===== src/rtl/instr_fetch_unit.sv =====
// Instruction fetch: owns the PC, fetches over req/ack, presents one registered COMMAND to decode.
// Optional HLT detection and fetch halt is enabled by defining HALT_DETECT_EN.
module instr_fetch_unit #(
   parameter int          ADDR_W   = 16,
   parameter logic [ADDR_W-1:0] RESET_PC = '0,
   parameter logic [15:0] NOP_WORD = 16'hC0E0
) (
   input  logic              clk,
   input  logic              reset,
   output logic              imem_req,
   output logic [ADDR_W-1:0] imem_addr,
   input  logic              imem_ack,
   input  logic [15:0]       imem_rdata,
   input  logic              stall,
   input  logic              pc_load,
   input  logic [ADDR_W-1:0] pc_target,
   output logic [15:0]       COMMAND,
   output logic              cmd_valid,
   output logic [ADDR_W-1:0] cmd_pc,
   output logic              halted
);

   typedef enum logic [2:0] {
      S_IDLE, S_REQ, S_HOLD, S_DISCARD
`ifdef HALT_DETECT_EN
      , S_HALT
`endif
   } state_t;

   state_t            state_q, state_d;
   logic [ADDR_W-1:0] pc_q, pc_d;
   logic [ADDR_W-1:0] disc_addr_q, disc_addr_d;
   logic [15:0]       cmd_q, cmd_d;
   logic              cmd_valid_q, cmd_valid_d;
   logic [ADDR_W-1:0] cmd_pc_q, cmd_pc_d;
   logic [15:0]       skid_q, skid_d;
   logic [ADDR_W-1:0] skid_pc_q, skid_pc_d;
   logic              in_halt;
   logic              slot_free;
`ifdef HALT_DETECT_EN
   logic              halted_q, halted_d;

   function automatic logic is_hlt(input logic [15:0] w);
      return (w[15:14] == 2'b11) && (w[7:4] == 4'hF);
   endfunction
`endif

   // DISCARD keeps presenting the abandoned address until memory acks it.
   assign imem_req  = (state_q == S_REQ) || (state_q == S_DISCARD);
   assign imem_addr = (state_q == S_DISCARD) ? disc_addr_q : pc_q;
   assign slot_free = !cmd_valid_q || !stall;
   assign COMMAND   = cmd_q;
   assign cmd_valid = cmd_valid_q;
   assign cmd_pc    = cmd_pc_q;

   always_comb begin
      state_d     = state_q;
      pc_d        = pc_q;
      disc_addr_d = disc_addr_q;
      cmd_d       = cmd_q;
      cmd_valid_d = cmd_valid_q;
      cmd_pc_d    = cmd_pc_q;
      skid_d      = skid_q;
      skid_pc_d   = skid_pc_q;
      in_halt     = 1'b0;
`ifdef HALT_DETECT_EN
      halted_d    = halted_q;
      in_halt     = (state_q == S_HALT);
`endif

      if (cmd_valid_q && !stall) begin
         cmd_valid_d = 1'b0;
         cmd_d       = NOP_WORD;
      end

      case (state_q)
         S_IDLE: state_d = S_REQ;
         S_REQ: begin
            if (imem_ack) begin
               pc_d = pc_q + 1'b1;
               if (slot_free) begin
                  cmd_d       = imem_rdata;
                  cmd_pc_d    = pc_q;
                  cmd_valid_d = 1'b1;
`ifdef HALT_DETECT_EN
                  if (is_hlt(imem_rdata)) begin
                     halted_d = 1'b1;
                     state_d  = S_HALT;
                  end
`endif
               end else begin
                  skid_d    = imem_rdata;
                  skid_pc_d = pc_q;
                  state_d   = S_HOLD;
               end
            end
         end
         S_HOLD: begin
            if (!stall) begin
               cmd_d       = skid_q;
               cmd_pc_d    = skid_pc_q;
               cmd_valid_d = 1'b1;
               state_d     = S_REQ;
`ifdef HALT_DETECT_EN
               if (is_hlt(skid_q)) begin
                  halted_d = 1'b1;
                  state_d  = S_HALT;
               end
`endif
            end
         end
         S_DISCARD: if (imem_ack) state_d = S_REQ;
         default: state_d = state_q;
      endcase

      // Redirect overrides everything above, including a same-cycle ack.
      if (pc_load && !in_halt) begin
         pc_d        = pc_target;
         cmd_valid_d = 1'b0;
         cmd_d       = NOP_WORD;
         cmd_pc_d    = cmd_pc_q;
`ifdef HALT_DETECT_EN
         halted_d    = halted_q;
`endif
         if (imem_req && !imem_ack) begin
            state_d     = S_DISCARD;
            disc_addr_d = imem_addr;
         end else begin
            state_d = S_REQ;
         end
      end
   end

   always_ff @(posedge clk or posedge reset) begin
      if (reset) begin
         state_q     <= S_IDLE;
         pc_q        <= RESET_PC;
         disc_addr_q <= RESET_PC;
         cmd_q       <= NOP_WORD;
         cmd_valid_q <= 1'b0;
         cmd_pc_q    <= RESET_PC;
         skid_q      <= 16'h0;
         skid_pc_q   <= RESET_PC;
      end else begin
         state_q     <= state_d;
         pc_q        <= pc_d;
         disc_addr_q <= disc_addr_d;
         cmd_q       <= cmd_d;
         cmd_valid_q <= cmd_valid_d;
         cmd_pc_q    <= cmd_pc_d;
         skid_q      <= skid_d;
         skid_pc_q   <= skid_pc_d;
      end
   end

`ifdef HALT_DETECT_EN
   always_ff @(posedge clk or posedge reset) begin
      if (reset) halted_q <= 1'b0;
      else       halted_q <= halted_d;
   end
   assign halted = halted_q;
`else
   assign halted = 1'b0;
`endif

endmodule


===== config.mk =====
export PLATFORM = sky130hd
export DESIGN_NAME = instr_fetch_unit
export DESIGN_NICKNAME = d
export VERILOG_FILES = /design/src/rtl/instr_fetch_unit.sv
export SDC_FILE = /design/constraint.sdc
export NUM_CORES = 1
export LEC_CHECK = 0
export CAP_MARGIN = 20
export CORE_ASPECT_RATIO = 1.2
export CORE_MARGIN = 5
export CORE_UTILIZATION = 53
export DETAILED_ROUTE_END_ITERATION = 12
export PLACE_DENSITY = 0.8
export SYNTH_ARGS = -nofsm -noshare
export SYNTH_HDL_FRONTEND = slang
export SYNTH_SLANG_ARGS = --single-unit

===== constraint.sdc =====
create_clock -name clk -period 4.19 [get_ports clk]
set_clock_uncertainty 0.1 [all_clocks]
set_input_delay 1.0475 -clock clk [delete_from_list [all_inputs] [get_ports clk]]
set_output_delay 1.0475 -clock clk [all_outputs]
set_load 0.05 [all_outputs]

# Yosys cells after proc, flatten, opt, wreduce, memory -nomap -nowiden
# Cells that the tools add are included.
dict set report totals {
  regBits 100
}
dict set report classes {
  add_sub_neg 1
  n_eq_ne 10
  n_mux 27
  bitwise_logic 2
  n_reduce_logical 17
}
# operator count
set ops {}
lappend ops {{two-way mux 16 bit} 12}
lappend ops {{one-hot mux 16 bit (2 select lines)} 2}
lappend ops {{adder 16 x 1 -> 16 bit (second input constant)} 1}
lappend ops {{two-way mux 3 bit} 5}
lappend ops {{inequality test 3 bit (second input constant)} 4}
lappend ops {{one-hot mux 3 bit (4 select lines)} 1}
lappend ops {{AND reduction 5 bit} 2}
lappend ops {{== test 3 x 2 -> 1 bit (second input constant)} 2}
lappend ops {{inequality test 2 bit (second input constant)} 3}
lappend ops {{nonzero test 2 bit} 3}
lappend ops {{two-way mux 1 bit} 5}
lappend ops {{nonzero test 5 bit} 1}
lappend ops {{AND reduction 2 bit} 2}
lappend ops {{== test 3 x 1 -> 1 bit (second input constant)} 1}
lappend ops {{logical NOT 1 bit} 3}
lappend ops {{logical NOT 3 bit} 1}
lappend ops {{AND reduction 3 bit} 1}
lappend ops {{logical AND 1 bit} 2}
lappend ops {{logical OR 1 bit} 2}
lappend ops {{two-way mux 2 bit} 1}
lappend ops {{NOT 1 bit} 2}
lappend ops {{one-hot mux 1 bit (2 select lines)} 1}

# Logic depth before layout (Yosys ltp)
# Gate-level depths: netlist of the first run.
dict set report logic_depth {
  word_depth 7
  ltp_mapped 8
  mapped_depth_nobuf 6
}

# Worst setup path after synthesis of the first run
# OpenSTA, ideal clock, no wires.
dict set report synth_path {
  path_kind {register -> output}
  from {register state_q[0]}
  to {output imem_addr[11]}
  arrival_ps 1948
  required_ps 3043
  setup_slack_ps 1095
  path_stages_with_launch 4
  n_path_buf 1
  path_cell_list {dfrtp_1 > ha_1 > clkbuf_1 > o21ai_0}
}
dict set report synth_between {
  elab_chain_len 2
}
# element line
set synth_lines {}
lappend synth_lines {{start, declared} 30} ;# state_t state_q, state_d;
lappend synth_lines {{start signal, assigned} 145} ;# state_q <= state_d;
lappend synth_lines {{== test 3 x 2 -> 1 bit} 50} ;# assign imem_addr = (state_q == S_DISCARD) ? disc_addr_q : pc_q;
lappend synth_lines {{two-way mux 16 bit} 50}
lappend synth_lines {{end, declared} 11} ;# output logic [ADDR_W-1:0] imem_addr,
# Every way passes these cells.

# Final worst setup path of the first run
dict set report layout_path {
  from {register state_q[1]}
  to {output imem_addr[5]}
}
# Same word-level chain as after synthesis.

==> run_results.csv, run 1 <==
group,metric,value,unit
grt,grt_pass1_wl,20.5,mm
critical_path,crit_path_max_incr_delay,0.71,ns
synth,number_of_enable_type_register_cells_in_the_synthesized_netlist,0,
clock_network,cts-htree-levels,3,
route,vias_per_cell,5.84,
clock_network,worst_setup_hold_path_clk_slew,0.07,ns
critical_path,worst_ep_required_time,3.04,ns
timing,hold_viol_final,0,
timing,worstMarginPinSlew,0.754,ns
critical_path,setup.worst_path.end_class,"output port",
timing,postLayoutSetupSlackWorst,0.577,ns
placement,dpl.hpwl,8.10,mm
clock_network,cts_buffer_depth,2,
grt,globalRouteTotalUtil,22.1,%
clock_network,post_cts_resize_count,0,
synth,ys_seq_elements,99,
route,maxUsedRoutingLayer,"met4",
final_layout,area_growth,24.5,%
final_layout,final_standard_cell_count_with_taps_included_and_fillers_excluded,668,
route,wl_met3,808,um
critical_path,timing.critical_path.arrival,2.47,ns
route,drt_iter0_markers,166,
synth,synth_ff_type,"sky130_fd_sc_hd__dfrtp_1",
critical_path,worst-path-max-fanout,15,
timing,rsz_0062_raised_after_global_routing,"false",
floorplan,die_y,117,um
critical_path,crit_family,"buffers and inverters",
floorplan,die_area,11600,um2
route,drcViolationCount,0,
final_layout,postLayoutCellArea,6300,um2
route,total_vias_in_the_final_route,3904,
clock_network,tritoncts_clock_tree,"built",
clock_network,clkLatencyLatePin,0.34,ns
run,max_cap_viol_count,0,
synth,synth.distinct_cells,45,
final_layout,layout-drive-gt1-share,21.3,%
timing,setup_viol_count_final,0,
critical_path,crit_path_top_delay_cell,"sky130_fd_sc_hd__clkdlybuf4s50_1",
power,report.power.total,4.23,mW
power,vdd_drop_max,0.450,mV
synth,syn_inst,469,
hold_path,min_path_type,"reg2reg",
critical_path,critical_path.startpoint_type,"flip-flop",
critical_path,critical_path.n_buffers_inverters,2,
final_layout,finalCoreUtilization,66.9,%
grt,number_of_global_route_vias_before_repair,4139,
final_layout,design.final.nets,581,
synth,synth-seq-area-share,49.1,%
floorplan,rows,39,
floorplan,initial_core_util,53.7,%
route,antenna_left,0,
critical_path,timing_worst_setup_path_type,"reg2out",
synth,synth_warnings,0,
timing,layout_min_cycle_time,3.61,ns
synth,mean_cell_area_of_the_mapped_netlist,10.8,um2
timing,max_clock_freq,0.277,GHz
placement,finalWeightedCongestion,0.762,
placement,postPlaceCellArea,6010,um2
clock_network,holdBufCountCts,0,
synth,postSynth.asyncResetShare,100,%
grt,grt_antenna_before_repair,0,
timing,final_min_period_over_clock_period,86.2,%
route,wire_per_inst,18.3,um
power,cellLeakagePower,2.57,nW
floorplan,core,9420,um2
route,detail_route.wirelength,12.2,mm
clock_network,cts_root_buf,"sky130_fd_sc_hd__clkbuf_16",
final_layout,antenna-diode-count,0,
clock_network,cts_sinks,99,
grt,aggregate_global_routing_overflow,0,
placement,port_buffer_cells,86,
timing,slew_violations,0,
synth,mappedNetlistArea,5060,um2
placement,post-place-cells,652,
clock_network,post_cts.repair.setup_buffers,0,
route,drt_pre_antenna_iters,4,
timing,setup_total_negative_slack,0,ns
route,routedLengthMet1,4.96,mm
timing,finalHoldWorstSlack,0.405,ns
run_status,status,"completed",
timing,relSlewSlack,49.8,%
power,pwr_density_cell,671,nW/um2
floorplan,die_x,99.2,um
grt,largest_net_degree_at_the_start_of_global_routing,100,
placement,placement.setup.worst_slack,0.903,ns
floorplan,io-pin-count,88,
critical_path,crit_path_cell_trace,"ha_1 > buf_4 > mux2_2 > clkdlybuf4s50_1",
route,met2_length,6.19,mm
synth,synthesis.nets,510,
clock_network,cts_made_buffers,9,
==> cell usage after synthesis (2+ instances only) <==
cell type	instances	share of area [%]
sky130_fd_sc_hd__o21ai_1	3	0.30
sky130_fd_sc_hd__nor2_1	20	1.5
sky130_fd_sc_hd__inv_1	6	0.44
sky130_fd_sc_hd__a211oi_1	4	0.59
sky130_fd_sc_hd__a221oi_1	12	2.1
sky130_fd_sc_hd__mux2_2	75	17
sky130_fd_sc_hd__nand4_1	4	0.49
sky130_fd_sc_hd__nand3_1	5	0.49
sky130_fd_sc_hd__and2_1	11	1.4
sky130_fd_sc_hd__a221o_1	2	0.40
sky130_fd_sc_hd__and3_1	11	1.4
sky130_fd_sc_hd__nor2b_1	3	0.37
sky130_fd_sc_hd__a21oi_1	32	3.2
sky130_fd_sc_hd__nand2b_1	3	0.37
sky130_fd_sc_hd__mux2i_1	18	3.6
sky130_fd_sc_hd__nor3_1	11	1.1
sky130_fd_sc_hd__clkbuf_1	21	1.6
sky130_fd_sc_hd__xnor2_1	9	1.6
sky130_fd_sc_hd__buf_2	13	1.3
sky130_fd_sc_hd__ha_1	4	0.99
sky130_fd_sc_hd__o21ai_0	31	3.1
sky130_fd_sc_hd__dfstp_2	5	2.6
sky130_fd_sc_hd__o211ai_1	4	0.59
sky130_fd_sc_hd__nand2_1	39	2.9
sky130_fd_sc_hd__dfrtp_1	94	46
sky130_fd_sc_hd__nor4_1	4	0.49
sky130_fd_sc_hd__or3_1	4	0.49
sky130_fd_sc_hd__xor2_1	4	0.69
==> layout make-up <==
type	instances	area, um2
clock buffers	10	229
clock inverters	6	65.1
fillers	705	3120
inverters	6	25.0
multi-input cells	328	2400
flip-flops and latches	99	2480
well taps	123	154
repair buffers	96	943
==> logic make-up after synthesis <==
family / share of synthesized area (%)
fa+ha+maj: 0.989
xor+xnor: 2.25
compound gates: 11.4
other cells: 0.0741
mux: 20.2
simple gates: 12.4
buf+inv: 3.51
flops: 49.1
==> worst reg2reg max path: cells and delay by family (launching register included) <==
kind,cells,cell delay [ns]
simple gates,2,0.79
fa+ha+maj,1,0.15
compound gates,1,0.30
flops,1,0.42
buf+inv,2,0.36
==> worst paths after layout <==
kind                                 startpoint               to  slack [ns]  cells past startpoint
worst max-delay path                 state_q[1]     imem_addr[5]        0.58                      4
worst min-delay path            disc_addr_q[15]  disc_addr_q[15]        0.41                      1
worst max register to register       state_q[1]         pc_q[14]        1.96                      6
worst min register to register  disc_addr_q[15]  disc_addr_q[15]        0.41                      1
max in group asynchronous                 reset       cmd_pc[13]        2.50                      3
min in group asynchronous                 reset        cmd_pc[0]        1.07                      3
==> flip-flops by register name (all words and copies together), names as in the netlist <==
| register | flops |
|---|---|
| skid_pc_q | 16 |
| disc_addr_q | 16 |
| cmd_valid | 1 |
| skid_q | 16 |
| state_q | 2 |
| COMMAND | 16 |
| pc_q | 16 |
| cmd_pc | 16 |
==> power by group <==
part	leakage, nW	switching (mW)	internal (mW)
combinational	1.23	1.11	0.740
sequential	1.20	0.230	1.33
clock	0.143	0.361	0.464
total	2.57	1.70	2.53
==> cell usage in the layout (no fill, tap or decap), types with 4 or more instances in the layout <==
| cell | Yosys | final |
|---|---|---|
| sky130_fd_sc_hd__dfstp_2 | 5 | 5 |
| sky130_fd_sc_hd__mux2_2 | 75 | 75 |
| sky130_fd_sc_hd__inv_1 | 6 | 5 |
| sky130_fd_sc_hd__nand3_1 | 5 | 5 |
| sky130_fd_sc_hd__dfrtp_1 | 94 | 94 |
| sky130_fd_sc_hd__nand4_1 | 4 | 4 |
| sky130_fd_sc_hd__clkdlybuf4s50_1 | 0 | 85 |
| sky130_fd_sc_hd__nand2_1 | 39 | 39 |
| sky130_fd_sc_hd__xor2_1 | 4 | 4 |
| sky130_fd_sc_hd__nor4_1 | 4 | 4 |
| sky130_fd_sc_hd__mux2i_1 | 18 | 18 |
| sky130_fd_sc_hd__o21ai_0 | 31 | 31 |
| sky130_fd_sc_hd__and3_1 | 11 | 11 |
| sky130_fd_sc_hd__buf_4 | 1 | 9 |
| sky130_fd_sc_hd__nor2_1 | 20 | 20 |
| sky130_fd_sc_hd__a211oi_1 | 4 | 4 |
| sky130_fd_sc_hd__or3_1 | 4 | 4 |
| sky130_fd_sc_hd__a21oi_1 | 32 | 32 |
| sky130_fd_sc_hd__nor3_1 | 11 | 11 |
| sky130_fd_sc_hd__and2_1 | 11 | 11 |
| sky130_fd_sc_hd__a221oi_1 | 12 | 12 |
| sky130_fd_sc_hd__clkbuf_16 | 0 | 9 |
| sky130_fd_sc_hd__o211ai_1 | 4 | 4 |
| sky130_fd_sc_hd__xnor2_1 | 9 | 9 |
==> metal layers <==
| metal | vias up | global-route usage (%) |
|---|---|---|
| met2 | 123 | 37.7 |
| met4 | 0 | 8.93 |
| li1 | 1817 | - |
| met3 | 16 | 5.28 |
| met1 | 1948 | 27.1 |
| met5 | - | 0 |
(Power assumes the default switching activity.)
==> run 2: changes to the inputs <==
MAX_ROUTING_LAYER = met4   (was unset)
==> run 2 against run 1 <==
Compared with the run above: routed wire length barely moved; fmax grew 0.23%; die area unchanged; largest power group unchanged.
==> run_results.csv, run 2 (same netlist as run 1, synthesis figures left out) <==
group,metric,value,unit
run,max_cap_viol_count,0,
floorplan,core,9420,um2
critical_path,timing.critical_path.arrival,2.46,ns
hold_path,timing.hold.worst_endpoint,"disc_addr_q[15]",
critical_path,worst_ep_required_time,3.04,ns
hold_path,hold_depth,1,
timing,worstMarginPinSlew,0.754,ns
clock_network,cts_root_buf,"sky130_fd_sc_hd__clkbuf_16",
floorplan,initial_core_util,53.7,%
grt,globalRouteTotalUtil,22.9,%
critical_path,crit_path_max_incr_delay,0.72,ns
critical_path,crit_path_top_delay_cell,"sky130_fd_sc_hd__clkdlybuf4s50_1",
power,pwr_density_cell,671,nW/um2
placement,post-place-cells,652,
route,antenna_left,0,
route,drt_pre_antenna_iters,5,
route,detail_route.wirelength,12.2,mm
critical_path,worst-r2r-cell-count,6,
timing,max_clock_freq,0.277,GHz
grt,grt_pass1_wl,20.5,mm
placement,finalWeightedCongestion,0.772,
power,p_switching,1.69,mW
grt,grt_antenna_before_repair,0,
placement,port_buffer_cells,86,
timing,relSlewSlack,49.7,%
power,comb_power_share,43.6,%
placement,placement.setup.worst_slack,0.903,ns
hold_path,critical_hold_path_startpoint,"disc_addr_q[15]",
final_layout,finalCoreUtilization,66.9,%
power,vdd_drop_max,0.449,mV
floorplan,rows,39,
hold_path,min_path_type,"reg2reg",
timing,setup_viol_count_final,0,
route,drcViolationCount,0,
critical_path,crit_family,"buffers and inverters",
clock_network,post_cts.repair.setup_buffers,0,
power,swShare,40.1,%
power,p_int,2.53,mW
final_layout,most-common-layout-cells,"94 x sky130_fd_sc_hd__dfrtp_1, 85 x sky130_fd_sc_hd__clkdlybuf4s50_1, 75 x sky130_fd_sc_hd__mux2_2",
critical_path,rr_endpoint,"pc_q[14]",
critical_path,timing_worst_setup_path_type,"reg2out",
critical_path,crit_path_cell_trace,"ha_1 > buf_4 > mux2_2 > clkdlybuf4s50_1",
route,vias_per_cell,5.83,
power,cellLeakagePower,2.57,nW
critical_path,regToRegSetupSlack,1.95,ns
power,part_of_the_power_in_the_clock_network,19.5,%
clock_network,post_cts_resize_count,0,
floorplan,io-pin-count,88,
timing,final_min_period_over_clock_period,86.0,%
timing,setup_total_negative_slack,0,ns
clock_network,tritoncts_clock_tree,"built",
final_layout,num-fill-cells,705,
timing,rsz_0062_raised_after_global_routing,"false",
critical_path,timing.rr.start,"state_q[1]",
final_layout,layout-drive-gt1-share,21.3,%
clock_network,cts_made_buffers,9,
timing,layout_min_cycle_time,3.60,ns
floorplan,die_x,99.2,um
clock_network,worst_setup_hold_path_clk_slew,0.07,ns
grt,aggregate_global_routing_overflow,0,
run_status,status,"completed",
critical_path,worst-path-stages,4,
timing,slew_violations,0,
route,drt_iter0_markers,174,
final_layout,final_standard_cell_count_with_taps_included_and_fillers_excluded,668,
timing,hold_viol_final,0,
floorplan,die_area,11600,um2
power,power_frac_seq,36.9,%
placement,dpl.hpwl,8.10,mm
grt,number_of_global_route_vias_before_repair,4140,
timing,postLayoutSetupSlackWorst,0.586,ns
floorplan,die_y,117,um
critical_path,setup.worst_path.end_class,"output port",
critical_path,critical_path.startpoint_type,"flip-flop",
critical_path,critical_path.n_buffers_inverters,2,
clock_network,cts_buffer_depth,2,
final_layout,mostFrequentLayoutCell,"sky130_fd_sc_hd__dfrtp_1",
grt,largest_net_degree_at_the_start_of_global_routing,100,
critical_path,worst-path-max-fanout,15,
clock_network,clkLatencyLatePin,0.34,ns
final_layout,design.final.nets,581,
clock_network,cts-htree-levels,3,
clock_network,holdBufCountCts,0,
route,wire_per_inst,18.3,um
final_layout,area_growth,24.5,%
final_layout,antenna-diode-count,0,
route,total_vias_in_the_final_route,3893,
clock_network,cts_sinks,99,
[run 2: routing by layer]
layer / vias up / part of all wire [%] / global-route usage [%] / routed length (um)
met3: 17 / 5.1 / 4.39 / 619
li1: 1826 / - / - / -
met5: - / 0 / - / 0
met2: 109 / 51 / 37.7 / 6260
met1: 1941 / 42 / 28.0 / 5090
met4: 0 / 1.8 / 8.93 / 224
[run 2: worst register-to-register path, cell delays in order, from the launching register on]
cell	delay [ns]
sky130_fd_sc_hd__dfrtp_1	0.41
sky130_fd_sc_hd__inv_1	0.07
sky130_fd_sc_hd__ha_1	0.15
sky130_fd_sc_hd__buf_4	0.29
sky130_fd_sc_hd__nand4_1	0.24
sky130_fd_sc_hd__or4_1	0.56
sky130_fd_sc_hd__a221o_1	0.30
[run 2: final cells by class]
type                       instances  area (um2)  share of cell area, %
sequential                        99        2480                   39.4
multi-input combinational        328        2400                   38.1
timing repair buffer              96         943                   15.0
clock buffer                      10         229                   3.63
tap                              123         154                   2.44
clock inverter                     6        65.1                   1.03
inverter                           6        25.0                  0.397
[run 2: how the worst max path moves through the flow]
stage | from | to | slack [ns]
4_1_cts | state_q[1] | imem_addr[5] | 0.55
2_1_floorplan | reset | COMMAND[0] | 0.46
6_report | state_q[1] | imem_addr[5] | 0.59
3_3_place_gp | state_q[0] | imem_addr[7] | 0.98
5_1_grt | state_q[1] | imem_addr[7] | 0.48
3_5_place_dp | stall | COMMAND[13] | 0.90
[run 2: per-stage QoR]
stage	power (mW)	area [um2]	hold WS (ns)
after floorplan	2.83	5060	0.350
after global placement	3.35	6010	0.365
after detailed placement	3.43	6010	0.388
after CTS	4.26	6300	0.406
after global routing	4.46	6300	0.427
final	4.23	6300	0.405
[run 2: power groups by stage]
stage / Clock [mW] / Sequential [mW] / Combinational [mW]
after global routing: 0.884 / 1.61 / 1.97
final: 0.825 / 1.56 / 1.84
after detailed placement: 0 / 1.57 / 1.86
after floorplan: 0 / 1.93 / 0.906
after global placement: 0 / 1.54 / 1.81
after CTS: 0.847 / 1.56 / 1.86
==> run 3: changes to the inputs <==
RECOVER_POWER = 100   (was unset)
==> run 3 against run 2 <==
Compared with the run above: the flow now finishes with violations (max-capacitance violations, max-slew violations); non-clock buffer count stayed put; combinational power down 4%; via count is 0.26% higher; critical endpoint is now COMMAND[15]; highest routed layer unchanged.
==> run_results.csv, run 3 (same netlist as run 1, synthesis figures left out) <==
group,metric,value,unit
timing,worstMarginPinSlew,1.57,ns
timing,setup_total_negative_slack,0,ns
critical_path,worst_ep_required_time,4.30,ns
grt,globalRouteTotalUtil,22.9,%
hold_path,min_path_type,"reg2reg",
timing,setup_viol_count_final,0,
critical_path,crit_path_cell_trace,"dlygate4sd3_1 > a21bo_2 > a21oi_1 > clkbuf_1 > o21ai_0",
power,pwr_density_cell,661,nW/um2
power,cellLeakagePower,2.58,nW
timing,slew_violations,34,
floorplan,die_y,117,um
timing,relSlewSlack,-4.82,%
clock_network,cts_made_buffers,9,
grt,largest_net_degree_at_the_start_of_global_routing,100,
critical_path,crit_path_max_incr_delay,1.15,ns
clock_network,worst_setup_hold_path_clk_slew,0.07,ns
clock_network,clkLatencyLatePin,0.34,ns
floorplan,rows,39,
run,max_cap_viol_count,1,
critical_path,crit_family,"buffers and inverters",
floorplan,die_x,99.2,um
clock_network,tritoncts_clock_tree,"built",
clock_network,holdBufCountCts,0,
placement,port_buffer_cells,86,
grt,number_of_global_route_vias_before_repair,4140,
critical_path,worst-path-max-fanout,33,
timing,final_min_period_over_clock_period,88.3,%
grt,grt_pass1_wl,20.5,mm
final_layout,most-common-layout-cells,"94 x sky130_fd_sc_hd__dfrtp_1, 75 x sky130_fd_sc_hd__mux2_2, 53 x sky130_fd_sc_hd__dlygate4sd3_1",
timing,layout_min_cycle_time,3.70,ns
placement,finalWeightedCongestion,0.772,
final_layout,layout-drive-gt1-share,20.2,%
grt,aggregate_global_routing_overflow,0,
clock_network,post_cts_resize_count,0,
floorplan,core,9420,um2
power,vdd_drop_max,0.444,mV
final_layout,antenna-diode-count,0,
timing,max_clock_freq,0.270,GHz
timing,postLayoutSetupSlackWorst,0.489,ns
final_layout,area_growth,24.0,%
clock_network,cts_buffer_depth,2,
critical_path,timing.critical_path.arrival,3.81,ns
final_layout,final_standard_cell_count_with_taps_included_and_fillers_excluded,668,
run_status,status,"complete, but fails checks",
floorplan,die_area,11600,um2
clock_network,post_cts.repair.setup_buffers,0,
run_status,violations_in_the_final_reports,"max-capacitance violations, max-slew violations",
clock_network,cts_sinks,99,
final_layout,design.final.nets,581,
critical_path,timing_worst_setup_path_type,"in2reg",
route,total_vias_in_the_final_route,3903,
floorplan,io-pin-count,88,
route,detail_route.wirelength,12.1,mm
route,drt_iter0_markers,161,
critical_path,critical_path.n_buffers_inverters,2,
grt,grt_antenna_before_repair,0,
route,drcViolationCount,0,
placement,dpl.hpwl,8.10,mm
route,vias_per_cell,5.84,
clock_network,cts-htree-levels,3,
route,antenna_left,0,
route,wire_per_inst,18.2,um
placement,placement.setup.worst_slack,0.903,ns
clock_network,cts_root_buf,"sky130_fd_sc_hd__clkbuf_16",
critical_path,crit_path_top_delay_cell,"sky130_fd_sc_hd__clkbuf_1",
route,drt_pre_antenna_iters,4,
critical_path,setup.worst_path.end_class,"flip-flop",
placement,post-place-cells,652,
final_layout,mostFrequentLayoutCell,"sky130_fd_sc_hd__dfrtp_1",
critical_path,critical_path.startpoint_type,"input pin",
floorplan,initial_core_util,53.7,%
timing,rsz_0062_raised_after_global_routing,"false",
timing,hold_viol_final,0,
run 3: cell count changes in the layout (fill, tap and decap cells not counted), sizes merged:
cell,change
inv,-1
dlygate4sd3,+53
buf,-4
clkinvlp,+1
clkbuf,+4
clkdlybuf4s50,-53
run 3: report_power, final:
part	leakage, nW	internal [mW]	total [mW]	switching (mW)
combinational	1.24	0.673	1.77	1.10
sequential	1.20	1.33	1.55	0.224
clock	0.143	0.464	0.824	0.360
run 3: final cells by class:
type                    count  area (um2)
well taps                 123         154
fillers                   715        3140
clock inverters             6        65.1
clock buffers              10         229
inverters                   6        23.8
multi-input cells         328        2390
repair buffers             96         928
flip-flops and latches     99        2480
run 3: worst register-to-register path: cells and delay by family (launching register included):
kind / cells / cell delay, ns
AOI/OAI and AO/OA: 3 / 0.72
adders and majority gates: 1 / 0.47
buffers and inverters: 2 / 1.24
DFF: 1 / 0.40
run 3: routing by layer:
metal	GRT usage [%]	part of all wire, %	vias up	routed length, um
met1	28.0	43	1965	5180
met5	-	0	-	0
li1	-	-	1828	-
met3	4.39	4.5	12	542
met4	8.93	1.3	0	155
met2	37.7	51	98	6250
run 3: final timing paths:
kind / from / to / slack, ns / depth (start not counted)
setup / recovery: imem_ack / COMMAND[15] / 0.49 / 5
hold / removal: skid_pc_q[11] / skid_pc_q[11] / 0.40 / 2
setup reg to reg: state_q[0] / COMMAND[15] / 1.12 / 6
hold reg to reg: skid_pc_q[11] / skid_pc_q[11] / 0.40 / 2
max in group asynchronous: reset / cmd_pc[5] / 2.36 / 3
min in group asynchronous: reset / cmd_pc[0] / 1.22 / 3
run 3: metrics by stage:
step	area, um2	hold WS (ns)	power (mW)	util (%)
final	6280	0.404	4.15	66.6
after floorplan	5060	0.350	2.83	-
after detailed placement	6010	0.388	3.43	63.8
after global routing	6280	0.427	4.38	66.6
after CTS	6300	0.406	4.26	66.9
after global placement	6010	0.365	3.35	63.8
